[src/rtl/emu_scan_pkg.sv]
// Shared types for the emulation scan controller.
// Contents:
//   SCAN_OP_W    - width of the host command opcode
//   STEP_CNT_W   - width of the STEP run-cycle counter
//   scan_op_t    - host opcodes (SAVE, LOAD, STEP, RSVD)
//   scan_state_t - controller FSM states
package emu_scan_pkg;

    localparam int SCAN_OP_W  = 2;
    localparam int STEP_CNT_W = 32;

    typedef enum logic [SCAN_OP_W-1:0] {
        OP_SAVE = 2'd0,
        OP_LOAD = 2'd1,
        OP_STEP = 2'd2,
        OP_RSVD = 2'd3
    } scan_op_t;

    typedef enum logic [2:0] {
        ST_IDLE,
        ST_HALT,
        ST_SAVE,
        ST_LOAD,
        ST_STEP,
        ST_DONE
    } scan_state_t;

endpackage

[src/rtl/emu_scan_step_cnt.sv]
// Loadable down-counter for STEP run cycles, with a zero flag.
// Decrement saturates at zero.
// Ports:
//   clk, rst  - clock, synchronous active-high reset
//   load      - load load_val (has priority over dec)
//   load_val  - value to load
//   dec       - decrement by one if not already zero
//   cnt       - current count
//   zero      - cnt == 0
module emu_scan_step_cnt
    import emu_scan_pkg::*;
(
    input  logic                  clk,
    input  logic                  rst,
    input  logic                  load,
    input  logic [STEP_CNT_W-1:0] load_val,
    input  logic                  dec,
    output logic [STEP_CNT_W-1:0] cnt,
    output logic                  zero
);

    assign zero = (cnt == '0);

    always_ff @(posedge clk) begin
        if (rst) begin
            cnt <= '0;
        end else if (load) begin
            cnt <= load_val;
        end else if (dec && !zero) begin
            cnt <= cnt - STEP_CNT_W'(1);
        end
    end

endmodule

[src/rtl/emu_scan_ctrl.sv]
// Scan-chain capture/restore controller for an emulated register bank.
// Freezes the emulated clock (run_en) while the word-wide chain is shifted,
// streams the chain out on SAVE (recirculating it so it ends unchanged) and
// shifts host words in on LOAD. Optional STEP runs the model for cmd_arg
// cycles; it is built only when the macro EMU_SCAN_STEP_EN is defined,
// otherwise op 2 behaves as reserved (HALT -> DONE, no run cycles).
// Ports:
//   clk, rst                     - clock, synchronous active-high reset
//   run_req                      - host wants free-running model while idle
//   run_en                       - emulated clock enable (registered)
//   cmd_valid/cmd_ready          - command handshake; cmd_op, cmd_arg
//   rd_valid/rd_ready/rd_data    - SAVE output stream
//   wr_valid/wr_ready/wr_data    - LOAD input stream
//   scan_en, scan_in, scan_out   - chain shift enable, tail input, head output
//   busy                         - not IDLE
//   done                         - one-cycle completion pulse
module emu_scan_ctrl
    import emu_scan_pkg::*;
#(
    parameter int DATA_W      = 64,
    parameter int CHAIN_WORDS = 3,
    parameter int CNT_W       = $clog2(CHAIN_WORDS + 1)
) (
    input  logic                 clk,
    input  logic                 rst,
    input  logic                 run_req,
    output logic                 run_en,
    input  logic                 cmd_valid,
    output logic                 cmd_ready,
    input  logic [SCAN_OP_W-1:0] cmd_op,
    input  logic [31:0]          cmd_arg,
    output logic                 rd_valid,
    input  logic                 rd_ready,
    output logic [DATA_W-1:0]    rd_data,
    input  logic                 wr_valid,
    output logic                 wr_ready,
    input  logic [DATA_W-1:0]    wr_data,
    output logic                 scan_en,
    output logic [DATA_W-1:0]    scan_in,
    input  logic [DATA_W-1:0]    scan_out,
    output logic                 busy,
    output logic                 done
);

    scan_state_t      state, state_nxt;
    scan_op_t         op_q;
    logic [CNT_W-1:0] word_cnt;
    logic             word_last;
    logic             hs;

    // rd_valid / wr_ready are only ever high in their own state, so a single
    // OR covers both streams' handshakes.
    assign hs        = (rd_valid & rd_ready) | (wr_valid & wr_ready);
    assign scan_en   = hs;
    assign word_last = (word_cnt == CNT_W'(CHAIN_WORDS - 1));
    assign rd_data   = scan_out;
    // SAVE recirculates the head back into the tail so one full rotation
    // leaves the chain as it was.
    assign scan_in   = rd_valid ? scan_out : (wr_ready ? wr_data : '0);

`ifdef EMU_SCAN_STEP_EN
    logic                  step_zero;
    logic [STEP_CNT_W-1:0] step_cnt;
    logic                  unused_step;

    // Loaded straight from cmd_arg at acceptance; HALT takes the first
    // decrement, so STEP sees n-1..0 and runs exactly n cycles. A zero arg
    // is caught in HALT and skips STEP entirely.
    emu_scan_step_cnt u_step_cnt (
        .clk      (clk),
        .rst      (rst),
        .load     ((state == ST_IDLE) && cmd_valid),
        .load_val (cmd_arg),
        .dec      (((state == ST_HALT) && (op_q == OP_STEP)) || (state == ST_STEP)),
        .cnt      (step_cnt),
        .zero     (step_zero)
    );
    assign unused_step = ^step_cnt;
`else
    logic unused_arg;
    assign unused_arg = ^cmd_arg;
`endif

    always_comb begin
        state_nxt = state;
        case (state)
            ST_IDLE: if (cmd_valid) state_nxt = ST_HALT;
            ST_HALT: begin
                case (op_q)
                    OP_SAVE: state_nxt = ST_SAVE;
                    OP_LOAD: state_nxt = ST_LOAD;
`ifdef EMU_SCAN_STEP_EN
                    OP_STEP: state_nxt = step_zero ? ST_DONE : ST_STEP;
`endif
                    default: state_nxt = ST_DONE;
                endcase
            end
            ST_SAVE: if (rd_ready && word_last) state_nxt = ST_DONE;
            ST_LOAD: if (wr_valid && word_last) state_nxt = ST_DONE;
`ifdef EMU_SCAN_STEP_EN
            ST_STEP: if (step_zero) state_nxt = ST_DONE;
`endif
            ST_DONE: state_nxt = ST_IDLE;
            default: state_nxt = ST_IDLE;
        endcase
    end

    // Outputs are registered from the next state so they line up with the
    // state they describe.
    always_ff @(posedge clk) begin
        if (rst) begin
            state     <= ST_IDLE;
            op_q      <= OP_SAVE;
            word_cnt  <= '0;
            run_en    <= 1'b0;
            cmd_ready <= 1'b1;
            rd_valid  <= 1'b0;
            wr_ready  <= 1'b0;
            busy      <= 1'b0;
            done      <= 1'b0;
        end else begin
            state <= state_nxt;
            if ((state == ST_IDLE) && cmd_valid) op_q <= scan_op_t'(cmd_op);
            if (hs) word_cnt <= word_last ? '0 : word_cnt + CNT_W'(1);
            // Entering IDLE (including from DONE) follows run_req, so the
            // model may resume the cycle after done.
            run_en    <= (state_nxt == ST_IDLE) ? run_req : (state_nxt == ST_STEP);
            cmd_ready <= (state_nxt == ST_IDLE);
            rd_valid  <= (state_nxt == ST_SAVE);
            wr_ready  <= (state_nxt == ST_LOAD);
            busy      <= (state_nxt != ST_IDLE);
            done      <= (state_nxt == ST_DONE);
        end
    end

endmodule
[config.mk]
export PLATFORM = sky130hd
export DESIGN_NAME = emu_scan_ctrl
export DESIGN_NICKNAME = d
export VERILOG_FILES = /design/src/rtl/emu_scan_pkg.sv /design/src/rtl/emu_scan_step_cnt.sv /design/src/rtl/emu_scan_ctrl.sv
export SDC_FILE = /design/constraint.sdc
export NUM_CORES = 1
export LEC_CHECK = 0
export CORE_AREA = 3 3 115 117
export CTS_CLUSTER_DIAMETER = 40
export CTS_CLUSTER_SIZE = 24
export DETAILED_ROUTE_END_ITERATION = 7
export DIE_AREA = 0 0 118 120
export PLACE_DENSITY = 0.68
export SYNTH_ARGS = -nofsm -noshare
export SYNTH_HDL_FRONTEND = slang
export SYNTH_HIERARCHICAL = 1
export SYNTH_SLANG_ARGS = --single-unit
[constraint.sdc]
create_clock -name clk -period 1.8 [get_ports clk]
set_clock_uncertainty 0.15 [all_clocks]
set_input_delay 0.36 -clock clk [delete_from_list [all_inputs] [get_ports clk]]
set_output_delay 0.36 -clock clk [all_outputs]
set_load 0.01 [all_outputs]
==> impl_metrics.ini, run 1 <==
[critical_path]
critPathRequiredTime_ps = 1290
cp-startpoint = wr_ready
cp_max_fo = 8
critPathKind = flip-flop to output pin
regToRegStartpoint = state[0]
startpoint_type = flip-flop
worstPathCellList = nor2b_4 -> buf_12 -> buf_16 -> buf_12 -> a22o_1 -> buf_2
cp-end-kind = output pin
r2r-end = busy
cpPeakStageDelay_ps = 310
critPathSlowestCell = dfxtp_2
path_common_cell = buf_12
ff2ff_path_depth = 4
arrival_ps = 1390
regToRegSetupSlack_ps = 240

[power]
peakVddDrop_v = 0.000448
p_per_area_mw_per_mm2 = 488
total_power_uw = 2120
leakage_uw = 0.00204

[logic_synthesis]
synth_nets = 366
synth_seq_cells = 13
synth-async-reset-ratio_pct = 0
synth_top_area_share_pct = 34.1
synth_edf_count = 0
syn_inst = 198
netlist_area_mm2 = 0.00162
synth_area_leaders = a22o_1, buf_4, dfxtp_1
synth_top_area_cell = a22o_1
synthFlopType = dfxtp_1
yosys_warnings = 6
yosys-top-cells-count = buf_4, a22o_1, clkbuf_1, dfxtp_1, nor2_1
synth.most_common_cell = buf_4
yosysUniqueCellTypes = 31
avgSynthCellArea_um2 = 8.18
yosysSeqAreaShare_pct = 16.1

[cts]
clkTransAtPathRegs_ps = 40
holdBufCountCts = 0
cts_made_buffers = 3
tritoncts = done
cts_root_buf = clkbuf_16
clockBufferDepth = 2
clock-sinks = 13
cts_max_level = 1
clk_latency_ps = 240

[min_path]
hp-start = op_q[0]
hold_end = op_q[0]
hold_class = flip-flop to flip-flop
whs_path_depth = 2

[detailed_routing]
postRouteAntennaNets = 0
wirelength_um = 9740
num_vias = 2437
drtIter0Drc = 74
dr.pass1.iters = 4
wl_per_cell_um = 15.7
detail_route.vias_per_cell = 3.94
remaining_drc_errors = 0

[global_routing]
first_global_vias = 2609
grtUsageMet1_pct = 14.9
grt_first_pass_wirelength_um = 14500
use_met3_pct = 3.25
grt-busiest-layer = met2
antenna_found_initial = 0
met2_usage_pct = 23.9
grt_usage_pct = 12.7
grt_max_degree = 33
overflow = 0

[cells_and_area]
drive_gt1_share_pct = 29.3
n_fill_cell = 1337
diodes = 0
area_growth_pct = 168
final_core_util_pct = 34.8
fin_area_mm2 = 0.00434
final_nets = 616

[sta]
finalCritPeriodShare_pct = 106
layout_setup_ws_ps = -103
setup_viol = 50
slew_headroom_pct = 80.8
max_freq_mhz = 525
slew_viol_final = 0
finalHoldViolations = 0
fin_crit_ps = 1900
holdWs_ps = 348
rsz0062_at_grt = yes
worstMarginPinSlew_ps = 288

[die]
die_x_um = 118
core_mm2 = 0.0125
start_util_pct = 13.0
ioPinCount = 303
die_area_mm2 = 0.0142
dieHeight_um = 120
row_count = 41

[run]
drv_cap = 0

[placement]
placed_cell_area_mm2 = 0.00433
dp_hpwl_um = 7580
gp_congestion = 0.778
portBuffers = 270

[outcome]
violations = negative setup slack
status = finished, violations left
## cell usage in the layout (no fill, tap or decap), types with 2 or more instances in the layout
cell type        synthesis  routed
mux2i_1                  2       2
buf_2                    1      61
nor3_1                   3       3
clkdlybuf4s50_1          0     139
dfxtp_1                 13      11
nor2b_1                  4       3
buf_12                   0      12
a21oi_1                  2       2
dlygate4sd2_1            0      66
buf_16                   0       2
clkbuf_16                0       3
nand2_1                  5       5
buf_6                    0       9
a22o_1                  63      62
inv_1                    3       3
buf_4                   64      35
nor2_1                   6       6
## timing repair
action / CTS / global route
endpoints found under the hold margin: 0 / 0
gates cloned: 8 / 0
setup buffers: 13 / 2
gates resized for setup: 344 / 7
endpoints found under the setup margin: 130 / 63
pin swaps: 1 / 8
## cells by family (layout without fill, tap and decap cells)
kind of cell,count (synthesis),after routing,synth area share (%)
muxes,2,2,1.24
buffers and inverters,82,331,33.9
and+or+nand+nor,30,30,10.8
AOI/OAI and AO/OA,71,71,37.9
DFF,13,13,16.1
## routing by layer
metal	part of all wire [%]	up-vias
met2	51	144
li1	-	1177
met5	0	-
met4	0.37	0
met3	7.3	4
met1	41	1112
## power by group
group / internal (uW) / total (uW) / switching (uW)
sequential: 324 / 353 / 29.3
clock: 298 / 415 / 117
combinational: 814 / 1350 / 533
## area by class of cell
| class | instances | area [um^2] | share of cell area [%] |
|---|---|---|---|
| timing repair buffer | 324 | 2930 | 67.7 |
| multi-input combinational | 103 | 831 | 19.2 |
| sequential | 13 | 265 | 6.12 |
| tap | 172 | 215 | 4.96 |
| clock buffer | 4 | 78.8 | 1.82 |
| inverter | 3 | 11.3 | 0.260 |
## worst max-delay path: cells and delay by family (launching register included)
family                 cells  cell delay, ps
AND/OR/NAND/NOR            1             130
AO/OA/AOI/OAI              1             170
buffers and inverters      4             550
flip-flops                 1             310
## state kept, by name (all words and copies together) (netlist names)
register	flops
cmd_ready	1
rd_valid	1
word_cnt	2
run_en	1
state	3
busy	1
wr_ready	1
op_q	2
done	1
## worst max path at each step
stage	to	slack, ps
after detailed placement	scan_in[1]	-320
after CTS	scan_in[31]	-190
after global routing	scan_in[30]	-160
final	scan_in[28]	-100
after floorplan	scan_in[10]	20
after global placement	scan_in[1]	-330
## metrics by stage
step / instances / setup TNS, ps / setup slack (ps)
after floorplan: 198 / 0 / 24.9
after global placement: 599 / -24540 / -325
after detailed placement: 599 / -25670 / -318
after CTS: 624 / -5420 / -189
after global routing: 619 / -5220 / -159
final: 619 / -1920 / -103
(Power assumes the default switching activity.)
==> inputs of run 2 (changes only) <==
- CORE_AREA: 3 3 115 117 -> 8 8 111 113
- CTS_BUF_LIST: unset -> sky130_fd_sc_hd__clkbuf_4
- DIE_AREA: 0 0 118 120 -> 0 0 119 121
- PLACE_DENSITY: 0.68 -> 0.76
==> impl_metrics.ini, run 2 (same netlist as run 1, synthesis figures left out) <==
[power]
leakage_uw = 0.00207
p_per_area_mw_per_mm2 = 457
total_power_uw = 2010
peakVddDrop_v = 0.000300

[placement]
gp_congestion = 0.793
placed_cell_area_mm2 = 0.00426
portBuffers = 270
dp_hpwl_um = 8590
dp_slack_ps = -323

[cts]
cts_made_buffers = 3
clk_latency_ps = 270
cts_max_level = 1
clkTransAtPathRegs_ps = 80
cts_root_buf = clkbuf_4
tritoncts = done
clockBufferDepth = 2
clock-sinks = 13
holdBufCountCts = 0

[detailed_routing]
dr.pass1.iters = 4
wirelength_um = 11800
detail_route.vias_per_cell = 4.24
drtIter0Drc = 67
num_vias = 2496
remaining_drc_errors = 0
wl_per_cell_um = 20.0
postRouteAntennaNets = 0

[cells_and_area]
layout_commonest_cell = clkdlybuf4s50_1
fin_area_mm2 = 0.00440
final_nets = 617
top_regs = state (3), op_q (2), word_cnt (2)
diodes = 0
largest_register_ffs = 3
area_growth_pct = 172
mostFrequentLayoutCells = clkdlybuf4s50_1, dlygate4sd2_1, a22o_1
drive_gt1_share_pct = 29.7
max_flop_register = state
n_fill_cell = 1091

[critical_path]
arrival_ps = 1450
cp-end-kind = output pin
critPathKind = flip-flop to output pin
regToRegSetupSlack_ps = 220
critPathRequiredTime_ps = 1290
startpoint_type = flip-flop
cp_max_fo = 8

[global_routing]
overflow = 0
antenna_found_initial = 0
grt_max_degree = 18
first_global_vias = 2846
grt_usage_pct = 14.8
grt_first_pass_wirelength_um = 16900

[die]
core_mm2 = 0.0106
dieHeight_um = 121
die_area_mm2 = 0.0144
die_x_um = 119
start_util_pct = 15.3
ioPinCount = 303
row_count = 38

[sta]
setup_viol = 63
slew_headroom_pct = 80.8
slew_viol_final = 0
finalCritPeriodShare_pct = 109
rsz0062_at_grt = yes
max_freq_mhz = 511
layout_setup_ws_ps = -158
worstMarginPinSlew_ps = 288
finalHoldViolations = 0
fin_crit_ps = 1960

[run]
drv_cap = 0

[outcome]
violations = negative setup slack
status = finished, violations left

[min_path]
hold_class = flip-flop to flip-flop
run 2: cell count changes in the layout (fill, tap and decap cells not counted), moves of 2 or more:
cell / change
buf_2: -8
buf_12: -7
buf_6: +7
buf_16: +4
clkbuf_4: +4
buf_8: +3
buf_4: -2
bufbuf_16: +2
run 2: path summary, 6_finish.rpt:
kind | depth (start not counted) | endpoint | start
setup reg to reg | 4 | busy | state[0]
setup / recovery | 6 | scan_in[48] | wr_ready
hold / removal | 2 | word_cnt[1] | word_cnt[0]
hold reg to reg | 2 | word_cnt[1] | word_cnt[0]
run 2: layout make-up:
class	instances	area [um^2]	area share [%]
Multi-Input combinational cell	103	826	18.8
Sequential cell	13	265	6.03
Timing Repair Buffer	325	3090	70.3
Clock buffer	4	30.0	0.683
Inverter	3	11.3	0.256
Tap cell	140	175	3.98
run 2: power breakdown:
| group | switching, uW | internal, uW |
|---|---|---|
| registers | 28.4 | 322 |
| clock network | 93.9 | 101 |
| logic | 576 | 886 |
run 2: worst max-delay path: stages, from the launching register on:
cell     delay (ps)
dfxtp_2         330
nor2b_4         130
buf_6           130
buf_8           130
buf_16          140
a22o_1          180
buf_2           140
run 2: per-layer routing:
layer	vias up	GRT usage, %	routed length, um
met5	-	0	0
met4	0	1.90	85
met3	10	5.44	1040
met2	151	27.3	5960
met1	1151	16.1	4680
li1	1184	-	-
run 2: timing repair:
action | in CTS | in global routing
pin swaps | 1 | 5
cloned | 10 | 2
resized for setup | 346 | 16
buffers inserted | 10 | 2
endpoints found under the setup margin | 131 | 66
run 2: per-stage QoR:
| stage | setup TNS [ps] | hold slack, ps | utilization, % | std cells |
|---|---|---|---|---|
| 2_1_floorplan | 0 | 302 | - | 198 |
| 3_3_place_gp | -25060 | 329 | 40.2 | 563 |
| 3_5_place_dp | -26300 | 357 | 40.2 | 563 |
| 4_1_cts | -6640 | 374 | 40.6 | 586 |
| 5_1_grt | -9010 | 414 | 41.5 | 588 |
| 6_report | -5530 | 369 | 41.5 | 588 |
==> inputs of run 3 (changes only) <==
- PLACE_DENSITY: 0.76 -> unset
- PLACE_DENSITY_LB_ADDON: unset -> 0.05
==> impl_metrics.ini, run 3 (same netlist as run 1, synthesis figures left out) <==
[sta]
worstMarginPinSlew_ps = 283
slew_viol_final = 0
setup-tns-final_ps = -9340
fin_crit_ps = 2090
slew_headroom_pct = 81.1
rsz0062_at_grt = yes
finalHoldViolations = 0
setup_viol = 58
layout_setup_ws_ps = -293
finalCritPeriodShare_pct = 116
holdWs_ps = 357
max_freq_mhz = 478

[placement]
portBuffers = 270
dp.cells = 557
dp_slack_ps = -286
dp_hpwl_um = 9160
gp_congestion = 0.756

[cts]
clockBufferDepth = 2
holdBufCountCts = 0
cts_root_buf = clkbuf_4
clock-sinks = 13
cts_made_buffers = 3
cts_max_level = 1
tritoncts = done
clk_latency_ps = 270
clkTransAtPathRegs_ps = 80

[detailed_routing]
detail_route.vias_per_cell = 4.06
wl_per_cell_um = 18.7
num_vias = 2373
postRouteAntennaNets = 0
dr.pass1.iters = 4
remaining_drc_errors = 0
drtIter0Drc = 73
wirelength_um = 10900

[power]
seqPwrFrac_pct = 17.9
p_int_uw = 1280
p_clk_share_pct = 9.9
power_switching_uw = 656
power.combinational.fraction_pct = 72.2
p_per_area_mw_per_mm2 = 448
peakVddDrop_v = 0.000332
p_sw_share_pct = 33.9
leakage_uw = 0.00203

[global_routing]
grt_usage_pct = 13.5
use_met3_pct = 4.75
met2_usage_pct = 26.8
antenna_found_initial = 0
grt-busiest-layer = met2
grt_first_pass_wirelength_um = 15300
first_global_vias = 2370
overflow = 0
grt_max_degree = 22
grtUsageMet1_pct = 13.6

[min_path]
hold_class = flip-flop to flip-flop

[cells_and_area]
fin_cells = 585
max_flop_register = state
multi_input_area_um2 = 822
regArea_um2 = 265
n_fill_cell = 1106
drive_gt1_share_pct = 29.0
layout_commonest_cell = clkdlybuf4s50_1
diodes = 0
largest_register_ffs = 3
area_growth_pct = 167
final_nets = 614
mostFrequentLayoutCells = clkdlybuf4s50_1, dlygate4sd2_1, a22o_1
top_regs = state (3), op_q (2), word_cnt (2)

[critical_path]
startpoint_type = flip-flop
critPathRequiredTime_ps = 1290
critPathKind = flip-flop to output pin
cpPeakStageDelay_ps = 320
path_common_cell = buf_6
cp_max_fo = 6
worstPathCellList = nor2b_4 -> buf_12 -> buf_12 -> buf_6 -> buf_6 -> buf_6 -> a22o_1 -> buf_6
cp-end-kind = output pin
arrival_ps = 1580
critPathSlowestCell = dfxtp_2

[die]
ioPinCount = 303
die_area_mm2 = 0.0144
dieHeight_um = 121
start_util_pct = 15.3
row_count = 38
core_mm2 = 0.0106
die_x_um = 119

[outcome]
status = finished, violations left
violations = negative setup slack

[run]
drv_cap = 0
run 3: cell types whose count changed in the layout (fill, tap and decap cells not counted), sizes merged:
cell and delta:
clkdlybuf4s15 -1, dlymetal6s2s +1, bufbuf -2, buf -1, clkdlybuf4s50 -1, dlygate4sd2 +1
run 3: critical path: cells and delay by family (launching register included):
family | cells | cell delay (ps)
buffers and inverters | 6 | 690
AOI/OAI and AO/OA | 1 | 180
and+or+nand+nor | 1 | 130
DFF | 1 | 320
run 3: layout make-up:
type / instances / area share (%)
Clock buffer: 4 / 0.694
Inverter: 3 / 0.260
Multi-Input combinational cell: 103 / 19.0
Sequential cell: 13 / 6.13
Tap cell: 140 / 4.05
Timing Repair Buffer: 322 / 69.9
run 3: layer usage:
metal,routed length (um),vias up
li1,-,1180
met1,3870,1058
met2,6050,129
met3,922,6
met4,70,0
met5,0,-
run 3: power groups by stage:
stage / logic, uW / clock network [uW] / registers (uW)
floorplan: 528 / 0 / 360
CTS: 1340 / 204 / 347
detailed placement: 1420 / 0 / 352
global route: 1490 / 217 / 353
finish: 1400 / 193 / 347
global placement: 1420 / 0 / 353
run 3: path summary, 6_finish.rpt:
| kind | endpoint | start | slack [ps] | cells after the start |
|---|---|---|---|---|
| worst max register to register | busy | state[1] | 310 | 4 |
| worst min-delay path | op_q[0] | op_q[0] | 360 | 2 |
| worst max-delay path | scan_in[40] | wr_ready | -290 | 8 |
| worst min register to register | op_q[0] | op_q[0] | 360 | 2 |
run 3: what timing repair did:
action,CTS,global route
buffers inserted,13,12
gates cloned,2,1
pin swaps,1,7
resized for setup,346,26
setup endpoints to repair,131,66
run 3: per-stage QoR:
step	cell area (um^2)	utilization [%]	power [uW]
after floorplan	1620	-	888
after global placement	4240	40.0	1770
after detailed placement	4240	40.0	1770
after CTS	4150	39.1	1900
after global routing	4330	40.8	2060
final	4330	40.8	1940
